## config.mk

```make
export PLATFORM = sky130hd
export DESIGN_NAME = rv32i_decode_stage
export DESIGN_NICKNAME = d
export VERILOG_FILES = /design/src/rtl/rv32i_decode_stage.sv
export SDC_FILE = /design/constraint.sdc
export NUM_CORES = 1
export LEC_CHECK = 0
export ABC_AREA = 1
export BUFFER_PORTS_ARGS = -buffer_cell sky130_fd_sc_hd__buf_2
export CORE_UTILIZATION = 45
export CTS_BUF_LIST = sky130_fd_sc_hd__clkbuf_4 sky130_fd_sc_hd__clkbuf_8
export DETAILED_ROUTE_END_ITERATION = 7
export PLACE_DENSITY = 0.85
export REMOVE_ABC_BUFFERS = 1
export SYNTH_ARGS = -nofsm -noshare
export SYNTH_HDL_FRONTEND = slang
export SYNTH_SLANG_ARGS = --single-unit
```

## constraint.sdc

```tcl
create_clock -name clk -period 3.25 [get_ports clk]
set_clock_uncertainty 0.1 [all_clocks]
set_input_delay 0.4875 -clock clk [delete_from_list [all_inputs] [get_ports clk]]
set_output_delay 0.4875 -clock clk [all_outputs]
set_load 0.005 [all_outputs]
```

## src/rtl/rv32i_decode_stage.sv

```systemverilog
// Registered RV32I instruction-decode stage.
// Takes an instruction word and its PC over a valid/ready handshake, decodes
// ALU control, operand selects, immediate, register indices and enables, and
// presents the bundle one cycle later to the execute stage.
//
// Handshake: a transfer happens on a rising edge where valid && ready are both
// high. The producer holds valid (and data) until it is taken. This stage holds
// every output stable while out_valid && !out_ready. in_ready is
// combinational: !out_valid || out_ready, so a drain and a new capture can
// happen in the same cycle without a bubble. flush wins over capture.
module rv32i_decode_stage #(
  parameter int PC_W          = 32,
  parameter int ILLEGAL_CHECK = 1
) (
  input  logic            clk,
  input  logic            rst,
  input  logic            flush,
  input  logic            in_valid,
  output logic            in_ready,
  input  logic [31:0]     instr,
  input  logic [PC_W-1:0] pc_in,
  output logic            out_valid,
  input  logic            out_ready,
  output logic [PC_W-1:0] pc_out,
  output logic [3:0]      alu_func,
  output logic            sub_sra,
  output logic [4:0]      shamt,
  output logic [31:0]     imm,
  output logic [1:0]      src_a_sel,
  output logic            src_b_sel,
  output logic [4:0]      rs1,
  output logic [4:0]      rs2,
  output logic [4:0]      rd,
  output logic            reg_we,
  output logic            mem_rd,
  output logic            mem_wr,
  output logic            branch,
  output logic            jump,
  output logic [2:0]      funct3_out,
  output logic            illegal
);

  localparam logic [6:0] OPC_OP     = 7'b0110011;
  localparam logic [6:0] OPC_OP_IMM = 7'b0010011;
  localparam logic [6:0] OPC_LUI    = 7'b0110111;
  localparam logic [6:0] OPC_AUIPC  = 7'b0010111;
  localparam logic [6:0] OPC_LOAD   = 7'b0000011;
  localparam logic [6:0] OPC_STORE  = 7'b0100011;
  localparam logic [6:0] OPC_BRANCH = 7'b1100011;
  localparam logic [6:0] OPC_JAL    = 7'b1101111;
  localparam logic [6:0] OPC_JALR   = 7'b1100111;

  localparam logic [6:0] F7_BASE = 7'b0000000;
  localparam logic [6:0] F7_ALT  = 7'b0100000;

  localparam logic [3:0] ALU_ADD     = 4'b0000;
  localparam logic [3:0] ALU_XOR     = 4'b0001;
  localparam logic [3:0] ALU_OR      = 4'b0010;
  localparam logic [3:0] ALU_AND     = 4'b0011;
  localparam logic [3:0] ALU_SLL_IMM = 4'b0100;
  localparam logic [3:0] ALU_SLL_REG = 4'b0101;
  localparam logic [3:0] ALU_SRX_REG = 4'b0110;
  localparam logic [3:0] ALU_SRX_IMM = 4'b0111;
  localparam logic [3:0] ALU_SLT     = 4'b1000;
  localparam logic [3:0] ALU_SLTU    = 4'b1001;

  localparam logic [1:0] SRC_A_RS1  = 2'b00;
  localparam logic [1:0] SRC_A_PC   = 2'b01;
  localparam logic [1:0] SRC_A_ZERO = 2'b10;

  typedef struct packed {
    logic [PC_W-1:0] pc;
    logic [3:0]      alu_func;
    logic            sub_sra;
    logic [4:0]      shamt;
    logic [31:0]     imm;
    logic [1:0]      src_a_sel;
    logic            src_b_sel;
    logic [4:0]      rs1;
    logic [4:0]      rs2;
    logic [4:0]      rd;
    logic            reg_we;
    logic            mem_rd;
    logic            mem_wr;
    logic            branch;
    logic            jump;
    logic [2:0]      funct3;
    logic            illegal;
  } bundle_t;

  logic [6:0]  opcode;
  logic [2:0]  f3;
  logic [6:0]  f7;
  logic [31:0] imm_i, imm_s, imm_b, imm_u, imm_j;
  logic        bad;
  logic        accept;
  bundle_t     bundle_d, bundle_q;
  logic        valid_q;

  assign opcode = instr[6:0];
  assign f3     = instr[14:12];
  assign f7     = instr[31:25];

  assign imm_i = {{20{instr[31]}}, instr[31:20]};
  assign imm_s = {{20{instr[31]}}, instr[31:25], instr[11:7]};
  assign imm_b = {{19{instr[31]}}, instr[31], instr[7], instr[30:25], instr[11:8], 1'b0};
  assign imm_u = {instr[31:12], 12'b0};
  assign imm_j = {{11{instr[31]}}, instr[31], instr[19:12], instr[20], instr[30:21], 1'b0};

  assign in_ready = !valid_q || out_ready;
  assign accept   = in_valid && in_ready && !flush;

  // Combinational decode of the incoming word into the next bundle.
  always_comb begin
    bundle_d        = '0;
    bad             = 1'b0;
    bundle_d.pc     = pc_in;
    bundle_d.shamt  = instr[24:20];
    bundle_d.rs1    = instr[19:15];
    bundle_d.rs2    = instr[24:20];
    bundle_d.rd     = instr[11:7];
    bundle_d.funct3 = f3;
    case (opcode)
      OPC_OP: begin
        bundle_d.reg_we = 1'b1;
        case (f3)
          3'b000: begin
            bundle_d.alu_func = ALU_ADD;
            bundle_d.sub_sra  = (f7 == F7_ALT);
          end
          3'b001: bundle_d.alu_func = ALU_SLL_REG;
          3'b010: bundle_d.alu_func = ALU_SLT;
          3'b011: bundle_d.alu_func = ALU_SLTU;
          3'b100: bundle_d.alu_func = ALU_XOR;
          3'b101: begin
            bundle_d.alu_func = ALU_SRX_REG;
            bundle_d.sub_sra  = instr[30];
          end
          3'b110: bundle_d.alu_func = ALU_OR;
          default: bundle_d.alu_func = ALU_AND;
        endcase
        if (!((f7 == F7_BASE) || ((f7 == F7_ALT) && ((f3 == 3'b000) || (f3 == 3'b101)))))
          bad = 1'b1;
      end
      OPC_OP_IMM: begin
        bundle_d.reg_we    = 1'b1;
        bundle_d.src_b_sel = 1'b1;
        bundle_d.imm       = imm_i;
        case (f3)
          3'b000: bundle_d.alu_func = ALU_ADD;
          3'b001: begin
            bundle_d.alu_func = ALU_SLL_IMM;
            if (f7 != F7_BASE) bad = 1'b1;
          end
          3'b010: bundle_d.alu_func = ALU_SLT;
          3'b011: bundle_d.alu_func = ALU_SLTU;
          3'b100: bundle_d.alu_func = ALU_XOR;
          3'b101: begin
            bundle_d.alu_func = ALU_SRX_IMM;
            bundle_d.sub_sra  = instr[30];
            if ((f7 != F7_BASE) && (f7 != F7_ALT)) bad = 1'b1;
          end
          3'b110: bundle_d.alu_func = ALU_OR;
          default: bundle_d.alu_func = ALU_AND;
        endcase
      end
      OPC_LUI: begin
        bundle_d.src_a_sel = SRC_A_ZERO;
        bundle_d.src_b_sel = 1'b1;
        bundle_d.imm       = imm_u;
        bundle_d.reg_we    = 1'b1;
      end
      OPC_AUIPC: begin
        bundle_d.src_a_sel = SRC_A_PC;
        bundle_d.src_b_sel = 1'b1;
        bundle_d.imm       = imm_u;
        bundle_d.reg_we    = 1'b1;
      end
      OPC_LOAD: begin
        bundle_d.src_b_sel = 1'b1;
        bundle_d.imm       = imm_i;
        bundle_d.mem_rd    = 1'b1;
        bundle_d.reg_we    = 1'b1;
        if ((f3 == 3'b011) || (f3 == 3'b110) || (f3 == 3'b111)) bad = 1'b1;
      end
      OPC_STORE: begin
        bundle_d.src_b_sel = 1'b1;
        bundle_d.imm       = imm_s;
        bundle_d.mem_wr    = 1'b1;
        if (f3[2] || (f3 == 3'b011)) bad = 1'b1;
      end
      OPC_BRANCH: begin
        bundle_d.imm    = imm_b;
        bundle_d.branch = 1'b1;
        case (f3)
          3'b000, 3'b001: bundle_d.sub_sra  = 1'b1;
          3'b100, 3'b101: bundle_d.alu_func = ALU_SLT;
          3'b110, 3'b111: bundle_d.alu_func = ALU_SLTU;
          default:        bad = 1'b1;
        endcase
      end
      OPC_JAL: begin
        bundle_d.src_a_sel = SRC_A_PC;
        bundle_d.src_b_sel = 1'b1;
        bundle_d.imm       = imm_j;
        bundle_d.jump      = 1'b1;
        bundle_d.reg_we    = 1'b1;
      end
      OPC_JALR: begin
        bundle_d.src_b_sel = 1'b1;
        bundle_d.imm       = imm_i;
        bundle_d.jump      = 1'b1;
        bundle_d.reg_we    = 1'b1;
        if (f3 != 3'b000) bad = 1'b1;
      end
      default: bad = 1'b1;
    endcase
    // A bad encoding must never cause architectural side effects downstream.
    if (bad) begin
      bundle_d.reg_we = 1'b0;
      bundle_d.mem_rd = 1'b0;
      bundle_d.mem_wr = 1'b0;
      bundle_d.branch = 1'b0;
      bundle_d.jump   = 1'b0;
    end
    if (bundle_d.rd == 5'd0) bundle_d.reg_we = 1'b0;
    bundle_d.illegal = (ILLEGAL_CHECK != 0) && bad;
  end

  // Output register: flush kills, capture loads, drain clears valid.
  always_ff @(posedge clk or posedge rst) begin
    if (rst) begin
      valid_q  <= 1'b0;
      bundle_q <= '0;
    end else begin
      if (flush)          valid_q <= 1'b0;
      else if (accept)    valid_q <= 1'b1;
      else if (out_ready) valid_q <= 1'b0;
      if (accept) bundle_q <= bundle_d;
    end
  end

  assign out_valid  = valid_q;
  assign pc_out     = bundle_q.pc;
  assign alu_func   = bundle_q.alu_func;
  assign sub_sra    = bundle_q.sub_sra;
  assign shamt      = bundle_q.shamt;
  assign imm        = bundle_q.imm;
  assign src_a_sel  = bundle_q.src_a_sel;
  assign src_b_sel  = bundle_q.src_b_sel;
  assign rs1        = bundle_q.rs1;
  assign rs2        = bundle_q.rs2;
  assign rd         = bundle_q.rd;
  assign reg_we     = bundle_q.reg_we;
  assign mem_rd     = bundle_q.mem_rd;
  assign mem_wr     = bundle_q.mem_wr;
  assign branch     = bundle_q.branch;
  assign jump       = bundle_q.jump;
  assign funct3_out = bundle_q.funct3;
  assign illegal    = bundle_q.illegal;

endmodule

```

==> metrics.txt <==
final critical-path required period 2080 ps; GPL Wtd Cong 0.885; initial antenna violation count 0; Worst Hold Class in2async; Max FO, Critical Path 69; Synth top cells by count 277 x nand2_1, 97 x dfrtp_1, 38 x nor2_1; global-route wire length before repair 18.1 mm; via-per-instance ratio 4.84; Worst Setup End Kind flop; Yosys top cell by area dfrtp_1; worst-case reg-to-reg path depth 6; Final nets 788; Max VDD drop 0.262 mV; biggest cell delay along the critical path 590 ps; Post-Syn Area 4370 um2; crit path buf inv count 2; sequential fraction of the synthesis area 55.6%; Post-Synthesis Cells 558; setup slack after layout 1170 ps; Top FF cell, synth dfrtp_1; DIE HEIGHT 100 um; largest net degree at the start of global routing 70; routed length per instance 13.4 um; cts bufs inserted 9; clock transition at the registers of the reported paths 100 ps; maxcap violations 0; syn_area_per_cell 7.82 um2; yosys warns 0; #FFs+latches synth 97; Slew headroom 54.9%; Final Max Tran Viols 0; final hold vios 0; vias in the first global route 3847; Core Area 9330 um2; die width 100 um; leakage power total 3.34 nW; Worst setup startpoint out_valid$_DFFE_PP0P_; Final ANT Viol Nets 0; Tot GR Track Use 22.9%; beginning of the worst register-to-register path out_valid$_DFFE_PP0P_; reg2reg end imm[23]$_DFFE_PP0P_; clk sink count 97; IO Pins 172; Max Clk Rate 481 MHz; Post-CTS Repair Setup Buffers 0; First DRT Iteration DRCs 179; RSZ-0062 raised after global routing false; Cell Chain, Critical Path inv_1, nor2_1, nor3_4, buf_4, nand3b_1, nand2_1; total die area 10100 um2; post_cts resized 0; Port Buffers 171; Final setup viols 0; clock latency on the worst-skew pair 360 ps; setup TNS 0 ps; CTS tree yes; DP Worst Slack 922 ps; final worst path period share 64.0%; Layout area overhead 26.8%; site row count 35; slowest CP cell buf_4; worst slew pin tran 677 ps; layout cell share with drive strength beyond 1 28.7%; final wirelength 11.5 mm; hold_buf cts 0; status completed; Post-synth ARST share 100%; DRC 0; slack of the worst reg-to-reg path 1170 ps; Post-synth EDFFs 0; most common cell in the synthesized netlist nand2_1; CTS max path bufs 2; root buffer cell clkbuf_8; starting density of the core 46.8%; Final Cell Area 5530 um2; H-tree Lvls 3; Antenna diodes 0; largest cells by area after synthesis dfrtp_1 56%, nand2_1 24%, nor2_1 3.3%, o21ai_0 3.2%, nand3_1 2.3%; CP delay by family, top simple AND/OR/NAND/NOR gates; 1st-pass router iterations 6; dpl cell area 5320 um2; Synth top area share 55.6%; WP data required 3430 ps; via count 4125; global route overflow 0; CP Launch Type flop; Worst Path Arrival 2260 ps; Crit Path Class reg2reg; DP Wirelength 8.42 mm; power per cell area 473 nW/um2; synth unique cells 26
-- worst max path at each step --
stage	to	slack, ps	depth (start not counted)
after global routing	imm[21]$_DFFE_PP0P_	1010	6
final	imm[23]$_DFFE_PP0P_	1170	6
after floorplan	mem_wr$_DFFE_PP0P_	-1390	6
after CTS	imm[21]$_DFFE_PP0P_	1150	6
after global placement	illegal$_DFFE_PP0P_	990	10
after detailed placement	illegal$_DFFE_PP0P_	920	10
-- routing by layer --
metal / up-vias / track usage (%) / wire length (um)
li1: 2058 / - / -
met1: 1906 / 30.4 / 5020
met2: 151 / 38.4 / 5650
met3: 10 / 4.85 / 660
met4: 0 / 5.91 / 129
met5: - / 0 / 0
-- cells by family (layout without fill, tap and decap cells) --
kind of cell,Yosys count,in the layout,share of synthesized area (%)
DFF,97,97,55.6
and+or+nand+nor,358,358,33.3
buffers and inverters,56,222,5.50
AOI/OAI and AO/OA,47,47,5.62
-- sequential cells by signal, summed over array words and instances (netlist names), 2 cells and up --
signal and flops:
alu_func 4, rs1 5, funct3_out 3, rs2 5, imm 32, rd 5, src_a_sel 2, pc_out 32
-- stage by stage --
step | power [W] | hold slack [ps] | instances | utilization [%]
floorplan | 0.00158 | 365 | 532 | -
global placement | 0.00180 | 348 | 837 | 57.0
detailed placement | 0.00181 | 354 | 837 | 57.0
CTS | 0.00265 | 112 | 853 | 59.3
global route | 0.00276 | 135 | 853 | 59.3
finish | 0.00262 | 101 | 853 | 59.3
-- where the power goes --
part	switching, W	internal, W
Combinational	0.000233	0.000172
Clock	0.000444	0.000392
Sequential	0.0000614	0.00132
Total	0.000738	0.00188
-- layout by cell type, fill, tap and decap left out, types with 2 or more instances in the layout --
cell	n
nand2_1	277
nand4_1	7
nand3b_1	2
inv_1	23
nor3_1	5
nand2_2	3
inv_2	5
buf_2	171
a21oi_1	15
inv_6	2
o21ai_0	28
nand3_1	20
buf_4	4
dfrtp_1	97
clkbuf_8	10
nor3_4	2
nor2_1	38
clkinv_4	2
-- cell type report --
| class | count | area (um2) |
|---|---|---|
| Fill cell | 876 | 3790 |
| Sequential cell | 97 | 2430 |
| Multi-Input combinational cell | 405 | 1700 |
| Timing Repair Buffer | 176 | 906 |
| Tap cell | 129 | 161 |
| Clock buffer | 10 | 138 |
| Inverter | 30 | 116 |
| Clock inverter | 6 | 81.3 |
Power figures use the tool's default switching activity.
